==> src/rtl/sample_fifo_pkg.sv <==
// Shared buffer definitions: default sample width/depth and the log2 helper
// used to size pointers and level counters.
package buffer_defs;

  localparam int DEF_DATA_W = 9;
  localparam int DEF_DEPTH  = 16;

  // Ceiling log2; for the power-of-two depths used here it is exact.
  function automatic int log2(input int value);
    int result;
    result = 0;
    for (int i = 0; i < 31; i++) begin
      if ((1 << i) < value) result = i + 1;
    end
    return result;
  endfunction

endpackage

==> src/rtl/sample_fifo_if.sv <==
// Producer/consumer handshake bundle for sample_fifo; master drives requests,
// slave (the FIFO) returns acks, head data and status.
interface sample_fifo_if
  import buffer_defs::*;
#(
  parameter int DATA_W = DEF_DATA_W,
  parameter int DEPTH  = DEF_DEPTH
);
  localparam int LVL_W = log2(DEPTH) + 1;

  logic              flush;
  logic [DATA_W-1:0] data_in;
  logic              data_in_valid;
  logic              data_in_ack;
  logic [DATA_W-1:0] data_out;
  logic              data_out_valid;
  logic              data_out_read;
  logic [LVL_W-1:0]  level;
  logic              almost_full;
  logic              overflow;
  logic              underflow;

  modport master (
    output flush, data_in, data_in_valid, data_out_read,
    input  data_in_ack, data_out, data_out_valid, level, almost_full,
           overflow, underflow
  );

  modport slave (
    input  flush, data_in, data_in_valid, data_out_read,
    output data_in_ack, data_out, data_out_valid, level, almost_full,
           overflow, underflow
  );

endinterface

==> src/rtl/sample_fifo_mem.sv <==
// DEPTH x DATA_W register array with one synchronous write port and one
// asynchronous read port; contents are intentionally never reset.
module sample_fifo_mem #(
  parameter int DATA_W = 9,
  parameter int DEPTH  = 16,
  parameter int PTR_W  = 4
) (
  input  logic              clk,
  input  logic              wr_en,
  input  logic [PTR_W-1:0]  wr_addr,
  input  logic [DATA_W-1:0] wr_data,
  input  logic [PTR_W-1:0]  rd_addr,
  output logic [DATA_W-1:0] rd_data
);

  logic [DATA_W-1:0] mem [DEPTH];

  always_ff @(posedge clk) begin
    if (wr_en) mem[wr_addr] <= wr_data;
  end

  assign rd_data = mem[rd_addr];

endmodule

==> src/rtl/sample_fifo.sv <==
// First-word fall-through sample FIFO: pointer, level and sticky error flag
// control around a register-array storage block.
module sample_fifo
  import buffer_defs::*;
#(
  parameter int DATA_W   = DEF_DATA_W,
  parameter int DEPTH    = DEF_DEPTH,
  parameter int AF_LEVEL = DEPTH - 2
) (
  input logic         clk,
  input logic         rst,
  sample_fifo_if.slave bus
);

  localparam int PTR_W = log2(DEPTH);
  localparam int LVL_W = log2(DEPTH) + 1;

  logic [PTR_W-1:0] wr_ptr;
  logic [PTR_W-1:0] rd_ptr;
  logic [LVL_W-1:0] level_q;
  logic             overflow_q;
  logic             underflow_q;
  logic             full;
  logic             empty;
  logic             push;
  logic             pop;

  assign full  = (level_q == LVL_W'(DEPTH));
  assign empty = (level_q == '0);

  // Reset gates the ack so a producer holding valid during reset sees no acceptance.
  assign push = bus.data_in_valid & ~full & ~bus.flush & rst;
  assign pop  = bus.data_out_read & ~empty & ~bus.flush;

  always_ff @(posedge clk or negedge rst) begin
    if (!rst) begin
      wr_ptr      <= '0;
      rd_ptr      <= '0;
      level_q     <= '0;
      overflow_q  <= 1'b0;
      underflow_q <= 1'b0;
    end else if (bus.flush) begin
      wr_ptr      <= '0;
      rd_ptr      <= '0;
      level_q     <= '0;
      overflow_q  <= 1'b0;
      underflow_q <= 1'b0;
    end else begin
      if (push) wr_ptr <= wr_ptr + PTR_W'(1);
      if (pop)  rd_ptr <= rd_ptr + PTR_W'(1);
      case ({push, pop})
        2'b10:   level_q <= level_q + LVL_W'(1);
        2'b01:   level_q <= level_q - LVL_W'(1);
        default: level_q <= level_q;
      endcase
      if (bus.data_in_valid & full)  overflow_q  <= 1'b1;
      if (bus.data_out_read & empty) underflow_q <= 1'b1;
    end
  end

  sample_fifo_mem #(
    .DATA_W (DATA_W),
    .DEPTH  (DEPTH),
    .PTR_W  (PTR_W)
  ) u_mem (
    .clk     (clk),
    .wr_en   (push),
    .wr_addr (wr_ptr),
    .wr_data (bus.data_in),
    .rd_addr (rd_ptr),
    .rd_data (bus.data_out)
  );

  assign bus.data_in_ack    = push;
  assign bus.data_out_valid = ~empty;
  assign bus.level          = level_q;
  assign bus.almost_full    = (level_q >= LVL_W'(AF_LEVEL));
  assign bus.overflow       = overflow_q;
  assign bus.underflow      = underflow_q;

endmodule

==> src/flat_wrapper.sv <==
// flat-port wrapper written by rule: the top's interface ports become plain ports
module sample_fifo_flat import buffer_defs::*;
#(
  parameter int DATA_W   = DEF_DATA_W,
  parameter int DEPTH    = DEF_DEPTH,
  parameter int AF_LEVEL = DEPTH - 2
)
  (clk, rst, bus_flush, bus_data_in, bus_data_in_valid, bus_data_out_read, bus_data_in_ack, bus_data_out, bus_data_out_valid, bus_level, bus_almost_full, bus_overflow, bus_underflow);
  sample_fifo_if #(.DATA_W(DATA_W), .DEPTH(DEPTH)) bus_i ();
  input logic clk;
  input logic rst;
  input wire logic [$bits(bus_i.flush)-1:0] bus_flush;
  input wire logic [$bits(bus_i.data_in)-1:0] bus_data_in;
  input wire logic [$bits(bus_i.data_in_valid)-1:0] bus_data_in_valid;
  input wire logic [$bits(bus_i.data_out_read)-1:0] bus_data_out_read;
  output wire logic [$bits(bus_i.data_in_ack)-1:0] bus_data_in_ack;
  output wire logic [$bits(bus_i.data_out)-1:0] bus_data_out;
  output wire logic [$bits(bus_i.data_out_valid)-1:0] bus_data_out_valid;
  output wire logic [$bits(bus_i.level)-1:0] bus_level;
  output wire logic [$bits(bus_i.almost_full)-1:0] bus_almost_full;
  output wire logic [$bits(bus_i.overflow)-1:0] bus_overflow;
  output wire logic [$bits(bus_i.underflow)-1:0] bus_underflow;
  assign bus_i.flush = bus_flush;
  assign bus_i.data_in = bus_data_in;
  assign bus_i.data_in_valid = bus_data_in_valid;
  assign bus_i.data_out_read = bus_data_out_read;
  assign bus_data_in_ack = bus_i.data_in_ack;
  assign bus_data_out = bus_i.data_out;
  assign bus_data_out_valid = bus_i.data_out_valid;
  assign bus_level = bus_i.level;
  assign bus_almost_full = bus_i.almost_full;
  assign bus_overflow = bus_i.overflow;
  assign bus_underflow = bus_i.underflow;
  sample_fifo #(.DATA_W(DATA_W), .DEPTH(DEPTH), .AF_LEVEL(AF_LEVEL)) u_core (.clk(clk), .rst(rst), .bus(bus_i));
endmodule
==> config.mk <==
export PLATFORM = sky130hd
export DESIGN_NAME = sample_fifo_flat
export DESIGN_NICKNAME = d
export VERILOG_FILES = /design/src/rtl/sample_fifo_pkg.sv /design/src/rtl/sample_fifo_if.sv /design/src/rtl/sample_fifo_mem.sv /design/src/rtl/sample_fifo.sv /design/src/flat_wrapper.sv
export SDC_FILE = /design/constraint.sdc
export NUM_CORES = 1
export LEC_CHECK = 0
export ABC_AREA = 1
export CORE_ASPECT_RATIO = 1.25
export CORE_MARGIN = 4
export CORE_UTILIZATION = 40
export DETAILED_ROUTE_END_ITERATION = 8
export GPL_TIMING_DRIVEN = 1
export REMOVE_ABC_BUFFERS = 1
export SLEW_MARGIN = 15
export SYNTH_ARGS = -nofsm -noshare
export SYNTH_HDL_FRONTEND = slang
export SYNTH_SLANG_ARGS = --single-unit
==> constraint.sdc <==
create_clock -name clk -period 1.9 [get_ports clk]
set_input_delay 0.19 -clock clk [delete_from_list [all_inputs] [get_ports clk]]
set_output_delay 0.19 -clock clk [all_outputs]
set_load 0.005 [all_outputs]
Yosys cells after proc, flatten, opt, wreduce, memory -nomap -nowiden
Memories as Yosys holds them, arrays and structs flattened.
Cells that the tools add are included.
{"block": "word_totals", "in_bits": 14, "memories": 1, "register_bits": 15, "output_inout_bits": 19, "ram_bits": 144, "word_cells": 42}
{"memory": "u_core.u_mem.mem", "depth": 16, "width": 9, "read_ports": 1, "rd_clocked_by_memory_dff": 0, "write_ports": 1, "line_no": "sample_fifo_mem.sv:16", "text": "logic [DATA_W-1:0] mem [DEPTH];"}
{"block": "op_classes", "n_reduce_logical": 6, "add_sub_neg": 4, "mux": 12, "order_cmp": 1, "n_eq_ne": 3, "bitwise_logic": 10}
{"cell": "4-bit 2-to-1 mux", "n": 4}
{"cell": "5-bit case mux with 2 select lines", "n": 1}
{"cell": "4-bit by 1-bit adder with 4-bit output (second input constant)", "n": 2}
{"cell": "2-bit nonzero test", "n": 4}
{"cell": "1-bit bitwise AND", "n": 7}
{"cell": "1-bit 2-to-1 mux", "n": 6}
{"cell": "5-bit by 1-bit adder with 5-bit output (second input constant)", "n": 1}
{"cell": "5-bit == test (second input constant)", "n": 1}
{"cell": "5-bit by 4-bit >= comparator with 1-bit output (second input constant)", "n": 1}
{"cell": "5-bit logical NOT", "n": 1}
{"cell": "5-bit 2-to-1 mux", "n": 1}
{"cell": "5-bit by 1-bit subtractor with 5-bit output (second input constant)", "n": 1}
{"cell": "1-bit NOT", "n": 3}
{"cell": "3-bit nonzero test", "n": 1}
{"cell": "2-bit by 1-bit == test with 1-bit output (second input constant)", "n": 1}
{"cell": "2-bit == test (second input constant)", "n": 1}

Depth between registers and ports, before layout
Gate-level depths: netlist of run 1.
{"block": "logic_depth", "ltp_word": 8, "depth_mapped": 14}

Cells and area by module
A second synthesis of run 1 with hierarchy kept.
{"block": "hier_totals", "hier_cells": 712, "hier_area_um2": 7241.9}
{"mod": "sample_fifo_mem", "cells_each": 606, "seq_area_each_um2": 4324.1, "area_per_inst_um2": 6322.3, "n_inst": 1}
{"mod": "sample_fifo", "cells_each": 106, "seq_area_each_um2": 375.4, "area_per_inst_um2": 919.6, "n_inst": 1}

Worst setup path after synthesis of run 1
Ideal clock, no wire load.
{"block": "synth_path", "kind": "register -> register", "start": "reg u_core.level_q[2] (netlist: u_core.bus.level[2])", "end": "reg u_core.level_q[4] (netlist: u_core.bus.level[4])", "stages_incl_launch_ff": 15, "arrival_ps": 1725, "path_buffers": 0, "synth_period_minus_slack_ps": 1842, "path_slack_ps": 58, "path_cell_list": "dfrtp_1 nor2_2 nand3_4 nand2_4 nor2_4 nand2_4 inv_1 ha_1 nand4_1 nand2_1 inv_1 nand2_1 nand2_1 nand3_1 nand2_1"}
{"block": "synth_between", "word_cells_on_any_way": 16}
{"element": "start, declared", "line_no": "sample_fifo.sv:20", "text": "logic [LVL_W-1:0] level_q;"}
{"element": "start signal, assigned", "line_no": "sample_fifo.sv:52", "text": "2'b10: level_q <= level_q + LVL_W'(1);"}
{"element": "start signal, assigned", "line_no": "sample_fifo.sv:53", "text": "2'b01: level_q <= level_q - LVL_W'(1);"}
{"element": "start signal, assigned", "line_no": "sample_fifo.sv:54", "text": "default: level_q <= level_q;"}
{"element": "5-bit logical NOT (*)", "line_no": "sample_fifo.sv:29", "text": "assign empty = (level_q == '0);"}
{"element": "1-bit NOT (*)"}
{"element": "via bus_data_out_valid", "line_no": "flat_wrapper.sv:18", "text": "output wire logic [$bits(bus_i.data_out_valid)-1:0] bus_data_out_valid;"}
{"element": "1-bit bitwise AND (*) (2 in a row)", "line_no": "sample_fifo.sv:33", "text": "assign pop = bus.data_out_read & ~empty & ~bus.flush;"}
{"element": "2-bit by 1-bit == test with 1-bit output / 2-bit == test (equally long branches)", "line_no": "sample_fifo.sv:51", "text": "case ({push, pop})"}
{"element": "5-bit case mux with 2 select lines", "line_no": "sample_fifo.sv:51"}
{"element": "5-bit 2-to-1 mux", "line_no": "sample_fifo.sv:42", "text": "end else if (bus.flush) begin"}
The timed path passes the listed nets; every way through them passes the cells marked *.
A chain may end at the register's enable or synchronous reset.

Worst setup path after layout of run 1
{"block": "layout_path", "start": "reg u_core.rd_ptr[0]", "end": "out bus_data_out[3]"}
{"block": "layout_between", "elab_chain_cells": 1}
{"element": "start, declared", "line_no": "sample_fifo.sv:19", "text": "logic [PTR_W-1:0] rd_ptr;"}
{"element": "start signal, assigned", "line_no": "sample_fifo.sv:50", "text": "if (pop) rd_ptr <= rd_ptr + PTR_W'(1);"}
{"element": "memory read 16 x 9 bit"}
{"element": "end, declared", "line_no": "flat_wrapper.sv:17", "text": "output wire logic [$bits(bus_i.data_out)-1:0] bus_data_out;"}
No other way between the ends.

==> flow_metrics.env, run 1 <==
export IMPL_std_cell_rows=52
export IMPL_synth_cells=523
export IMPL_synth_cell_type_count=31
export IMPL_areaGrowthSynthToFinish_pct=41.3
export IMPL_cts_tree="yes"
export IMPL_cp_slowest_cell="dfrtp_2"
export IMPL_cts_sinks=159
export IMPL_post_drt_wl_per_cell_um=19.5
export IMPL_detail_route_first_pass_iterations=5
export IMPL_path_clk_slew_ns=0.06
export IMPL_relSlewSlack=0.575
export IMPL_clock_latency_ns=0.43
export IMPL_dp_cells=821
export IMPL_cp_arrival_ns=2.02
export IMPL_max_freq_ghz=0.452
export IMPL_power_mw=11.6
export IMPL_drv_slew=0
export IMPL_grt_pass1_vias=5059
export IMPL_root_buffer="clkbuf_16"
export IMPL_grt_pass1_wl_um=27300
export IMPL_hold_path_class="in2async"
export IMPL_drv_cap=0
export IMPL_htreeDepth=4
export IMPL_avgSynthCellArea_um2=12.5
export IMPL_fin_crit_ns=2.21
export IMPL_vdd_drop_max_uv=678
export IMPL_die_h_um=151
export IMPL_violations="setup timing"
export IMPL_status="finished, violations left"
export IMPL_powerDensity_nw_per_um2=1250
export IMPL_port_buffers=32
export IMPL_worstPathCellList="buf_6 > buf_6 > buf_8 > buf_6 > buf_6 > a21oi_1 > a221oi_2 > o21ai_1 > nand2_1 > buf_2"
export IMPL_rsz0062_at_grt="yes"
export IMPL_p_leak_nw=3.46
export IMPL_fin_skew_ns=0.00916
export IMPL_crit_fanout=6
export IMPL_routabilityCongestion=0.817
export IMPL_io_pins=33
export IMPL_dp_hpwl_um=10900
export IMPL_vias=4882
export IMPL_fillers=1326
export IMPL_fin_cells=915
export IMPL_yosysWarnings=0
export IMPL_worstMarginPinSlew_ns=0.636
export IMPL_cts_buffers=17
export IMPL_hold_buffers=0
export IMPL_wl_um=17900
export IMPL_antenna_found_initial=0
export IMPL_first_iter_violations=397
export IMPL_netlist_top_cells_area="edfxtp_1 (66%), dfrtp_1 (5.7%), nand2_1 (4.9%)"
export IMPL_end_kind="output pin"
export IMPL_startpoint_type="flop"
export IMPL_grtUsageTotal=0.202
export IMPL_hold_viol=0
export IMPL_synth_seq_cells=159
export IMPL_finalSetupViolCount=9
export IMPL_ys_seq_area_frac=0.719
export IMPL_fin_util=0.573
export IMPL_reg2reg_slack_ns=0.01
export IMPL_critical_path_class="reg2out"
export IMPL_setup_tns_ns=-2.45
export IMPL_die_area_um2=18500
export IMPL_cp_common_cell="buf_6"
export IMPL_n_antenna_cell=0
export IMPL_fin_ws_ns=-0.310
export IMPL_vias_per_cell=5.34
export IMPL_start_util=0.405
export IMPL_nets=707
export IMPL_synth_top_area_share=0.661
export IMPL_clockBufferDepth=2
export IMPL_core_um2=16100
export IMPL_max_stage_delay_ns=0.39
export IMPL_yosysTopAreaCell="edfxtp_1"
export IMPL_critical_path_required_ns=1.71
export IMPL_whs_ns=0.123
export IMPL_detail_route_antenna_nets=0
export IMPL_grt_overflow_total=0
export IMPL_die_w_um=122
export IMPL_reg2regPathDepth=13
export IMPL_drc=0
export IMPL_synthesis_area_um2=6540
export IMPL_drive_gt1_frac=0.388
export IMPL_finalCritPeriodShare=1.16
export IMPL_grt_max_degree=20
[metal layers]
layer	wire, um	share of wire	GRT usage	vias up
li1	-	-	-	2244
met5	0	0	0	-
met2	9420	0.53	0.350	183
met3	872	0.049	0.0422	45
met4	735	0.041	0.111	0
met1	6860	0.38	0.231	2410
[worst max-delay path, delay by kind of cell (launching register included)]
| kind | cells | cell delay, ns |
|---|---|---|
| AO/OA/AOI/OAI | 3 | 0.42 |
| AND/OR/NAND/NOR | 1 | 0.06 |
| buffers and inverters | 6 | 0.71 |
| flip-flops | 1 | 0.39 |
[flip-flops by register name, summed over array words and instances (netlist names)]
| register | count |
|---|---|
| u_core.rd_ptr | 4 |
| u_core.wr_ptr | 4 |
| u_core.u_mem.mem | 144 |
| u_core.bus.level | 5 |
| u_core.bus.underflow | 1 |
| u_core.bus.overflow | 1 |
[through the flow]
stage          worst slack (ns)  area (um2)
2_1_floorplan            -0.922        6430
3_3_place_gp             -0.169        7630
3_5_place_dp             -0.167        7630
4_1_cts                  -0.302        9050
5_1_grt                  -0.354        9240
6_report                 -0.310        9240
[synthesized netlist by cell type, drive strengths merged]
cell    count
a221oi     10
inv        22
nor3        2
xor2        3
nand4      10
o21a        1
o22ai      12
xnor2       2
nand3      28
buf         8
clkbuf     16
a21oi      24
ha          7
clkinv      2
nor2       56
o21ai      58
o221ai      8
nand2      95
dfrtp      15
edfxtp    144
[what timing repair did]
item | 4_1_cts | 5_1_grt
hold endpoints to repair | 0 | 0
setup endpoints to repair | 10 | 13
buffers inserted | 51 | 12
gates cloned | 2 | 0
gates resized for setup | 148 | 45
pin swaps | 39 | 37
[logic make-up after synthesis]
group	Yosys count	synth area share
buf+inv	48	0.0299
flops	159	0.719
simple gates	191	0.130
fa+ha+maj	7	0.0134
compound gates	113	0.101
xor+xnor	5	0.00670
[layout by cell type (no fill, tap or decap), drive strengths merged, types with 9 or more instances in the layout]
master / n
a221oi: 10
inv: 20
o22ai: 12
nand2: 95
o21ai: 58
clkbuf: 18
edfxtp: 144
dfrtp: 15
clkinv: 9
buf: 144
a21oi: 24
nand3: 28
nor2: 56
clkdlybuf4s50: 21
nand4: 10
[worst paths after layout]
path,start,end
hold reg to reg,u_core.bus.overflow$_DFFE_PN0P_,u_core.bus.overflow$_DFFE_PN0P_
min in group clk,bus_data_in_valid,u_core.bus.overflow$_DFFE_PN0P_
hold / removal,rst,u_core.bus.level[3]$_DFFE_PN0P_
setup reg to reg,u_core.bus.level[3]$_DFFE_PN0P_,u_core.bus.level[2]$_DFFE_PN0P_
setup / recovery,u_core.rd_ptr[0]$_DFFE_PN0P_,bus_data_out[3]
max in group asynchronous,rst,u_core.rd_ptr[2]$_DFFE_PN0P_
[power by group]
| part | total [mW] | internal, mW | switching [mW] | leakage [nW] |
|---|---|---|---|---|
| Sequential | 3.99 | 3.91 | 0.0792 | 1.50 |
| Clock | 3.62 | 2.30 | 1.32 | 0.302 |
| Combinational | 3.98 | 2.01 | 1.97 | 1.67 |
[area by class of cell]
type	count	area, um2	share of cell area
well taps	216	270	0.0293
clock inverters	14	196	0.0213
flip-flops and latches	159	4700	0.509
clock buffers	18	429	0.0465
inverters	24	108	0.0116
multi-input cells	316	1990	0.215
repair buffers	168	1540	0.167
Note: power is estimated with default switching activity, not from simulation.
==> inputs of run 2 (changes only) <==
CAP_MARGIN = 30   (was not set)
CTS_CLUSTER_DIAMETER = 100   (was not set)
==> results of run 2 <==
The final DEF is identical to that of run 1; final timing and power are the same.
==> inputs of run 3 (changes only) <==
CTS_CLUSTER_SIZE = 16   (was not set)
RECOVER_POWER = 25   (was not set)
REMOVE_ABC_BUFFERS = not set   (was 1)
==> flow_metrics.env, run 3 (synthesis results as in run 1) <==
export IMPL_rsz0062_at_grt="yes"
export IMPL_grt_max_degree=30
export IMPL_grt_pass1_wl_um=26800
export IMPL_root_buffer="clkbuf_16"
export IMPL_antenna_found_initial=0
export IMPL_routedLengthMet1_um=6840
export IMPL_final_seq_area_um2=4700
export IMPL_n_antenna_cell=0
export IMPL_die_area_um2=18500
export IMPL_cts_buffers=17
export IMPL_powerDensity_nw_per_um2=1280
export IMPL_largest_reg_flops=144
export IMPL_hold_buffers=0
export IMPL_status="finished, violations left"
export IMPL_finalSetupViolCount=10
export IMPL_drv_slew=0
export IMPL_hold_path_class="in2reg"
export IMPL_max_freq_ghz=0.457
export IMPL_fin_skew_ns=0.00696
export IMPL_clock_latency_ns=0.43
export IMPL_std_cell_rows=52
export IMPL_regMostFlops="u_core.u_mem.mem"
export IMPL_swShare=0.287
export IMPL_grt_pass1_vias=4858
export IMPL_end_kind="output pin"
export IMPL_fin_ws_ns=-0.286
export IMPL_routabilityCongestion=0.858
export IMPL_vdd_drop_max_uv=825
export IMPL_setup_tns_ns=-2.25
export IMPL_drc=0
export IMPL_pre_cts_ws_ns=-0.267
export IMPL_post_dp_cell_area_um2=7690
export IMPL_layout_common_cells="edfxtp_1 (144), buf_4 (86), nand2_1 (81)"
export IMPL_startpoint_type="flop"
export IMPL_dp_hpwl_um=11200
export IMPL_wl_um=17600
export IMPL_drive_gt1_frac=0.364
export IMPL_nets=686
export IMPL_cts_tree="yes"
export IMPL_drv_cap=0
export IMPL_first_iter_violations=374
export IMPL_critical_path_required_ns=1.71
export IMPL_power_frac_comb=0.320
export IMPL_p_leak_nw=3.45
export IMPL_io_pins=33
export IMPL_violations="setup timing"
export IMPL_design_area_um2=9160
export IMPL_grtUsageTotal=0.199
export IMPL_worstMarginPinSlew_ns=0.873
export IMPL_p_int_mw=8.34
export IMPL_relSlewSlack=0.418
export IMPL_power_switching_mw=3.36
export IMPL_fin_crit_ns=2.19
export IMPL_layout_commonest_cell="edfxtp_1"
export IMPL_multi_input_comb_area_um2=1980
export IMPL_grt_overflow_total=0
export IMPL_start_util=0.405
export IMPL_areaGrowthSynthToFinish_pct=40.1
export IMPL_power_frac_seq=0.342
export IMPL_die_h_um=151
export IMPL_hold_viol=0
export IMPL_cts_sinks=159
export IMPL_top_layer="met4"
export IMPL_detail_route_first_pass_iterations=5
export IMPL_vias=4748
export IMPL_hold_depth=3
export IMPL_core_um2=16100
export IMPL_syn_nets=544
export IMPL_post_drt_wl_per_cell_um=19.7
export IMPL_port_buffers=32
export IMPL_crit_fanout=6
export IMPL_detail_route_antenna_nets=0
export IMPL_wl_met3_um=875
export IMPL_reg2regPathDepth=15
export IMPL_fillers=1307
export IMPL_dr_wl_met2_um=9300
export IMPL_cp_arrival_ns=2.00
export IMPL_finalCritPeriodShare=1.15
export IMPL_clockBufferDepth=2
export IMPL_die_w_um=122
export IMPL_clock_power_share=0.338
export IMPL_htreeDepth=4
export IMPL_path_clk_slew_ns=0.06
export IMPL_vias_per_cell=5.31
export IMPL_critical_path_class="reg2out"
run 3: cell count changes in the layout (fill, tap and decap cells not counted), moves of 6 or more:
| cell | before | now |
|---|---|---|
| o21ai_1 | 20 | 11 |
| nand2_2 | 20 | 8 |
| buf_6 | 30 | 15 |
| dlygate4sd3_1 | 0 | 7 |
| clkdlybuf4s50_1 | 21 | 13 |
| nand2_1 | 71 | 81 |
| a21oi_1 | 15 | 21 |
| buf_4 | 96 | 86 |
run 3: layout make-up:
type	count	share of cell area
well taps	216	0.0295
multi-input cells	316	0.217
inverters	24	0.0126
flip-flops and latches	159	0.514
clock inverters	14	0.0288
repair buffers	147	0.152
clock buffers	18	0.0469
run 3: what timing repair did:
action                     4_1_cts  5_1_grt
pin swaps                       35       29
cloned                           4        0
setup buffers                   26        7
resized for setup              129       43
setup endpoints to repair       11       15
run 3: worst paths after layout:
kind                            slack (ns)                             start                          endpoint
worst min-delay path                  0.37                 bus_data_in_valid   u_core.bus.overflow$_DFFE_PN0P_
min in group asynchronous             0.43                               rst   u_core.bus.overflow$_DFFE_PN0P_
worst min register to register        0.52  u_core.bus.underflow$_DFFE_PN0P_  u_core.bus.underflow$_DFFE_PN0P_
worst max register to register       -0.03   u_core.bus.level[1]$_DFFE_PN0P_   u_core.bus.level[4]$_DFFE_PN0P_
worst max-delay path                 -0.29      u_core.rd_ptr[1]$_DFFE_PN0P_                   bus_data_out[8]
max in group asynchronous             0.88                               rst      u_core.rd_ptr[2]$_DFFE_PN0P_
run 3: power by group through the flow:
stage | combinational (mW) | sequential (mW) | clock (mW)
2_1_floorplan | 1.31 | 4.07 | 0
3_3_place_gp | 2.71 | 4.04 | 0
3_5_place_dp | 2.74 | 4.05 | 0
4_1_cts | 3.41 | 4.00 | 3.98
5_1_grt | 4.02 | 4.01 | 4.16
6_report | 3.75 | 4.00 | 3.95
run 3: critical path, cell delays in order, from the launching register on:
cell     delay [ns]
dfrtp_1        0.43
buf_6          0.15
nand2_4        0.07
buf_6          0.12
buf_6          0.12
buf_6          0.10
inv_4          0.03
buf_12         0.13
nand3_2        0.06
nand4_1        0.11
nand2_1        0.13
buf_2          0.12
run 3: routing by layer:
layer / GRT usage / up-vias
li1: - / 2197
met1: 0.228 / 2360
met2: 0.348 / 147
met3: 0.0456 / 44
met4: 0.101 / 0
met5: 0 / -
run 3: stage by stage:
step	util	hold WS [ns]	std cells	total power, mW
2_1_floorplan	-	-0.106	523	5.37
3_3_place_gp	0.477	0.510	826	6.76
3_5_place_dp	0.477	0.513	826	6.79
4_1_cts	0.553	0.118	887	11.4
5_1_grt	0.567	0.402	894	12.2
6_report	0.567	0.373	894	11.7
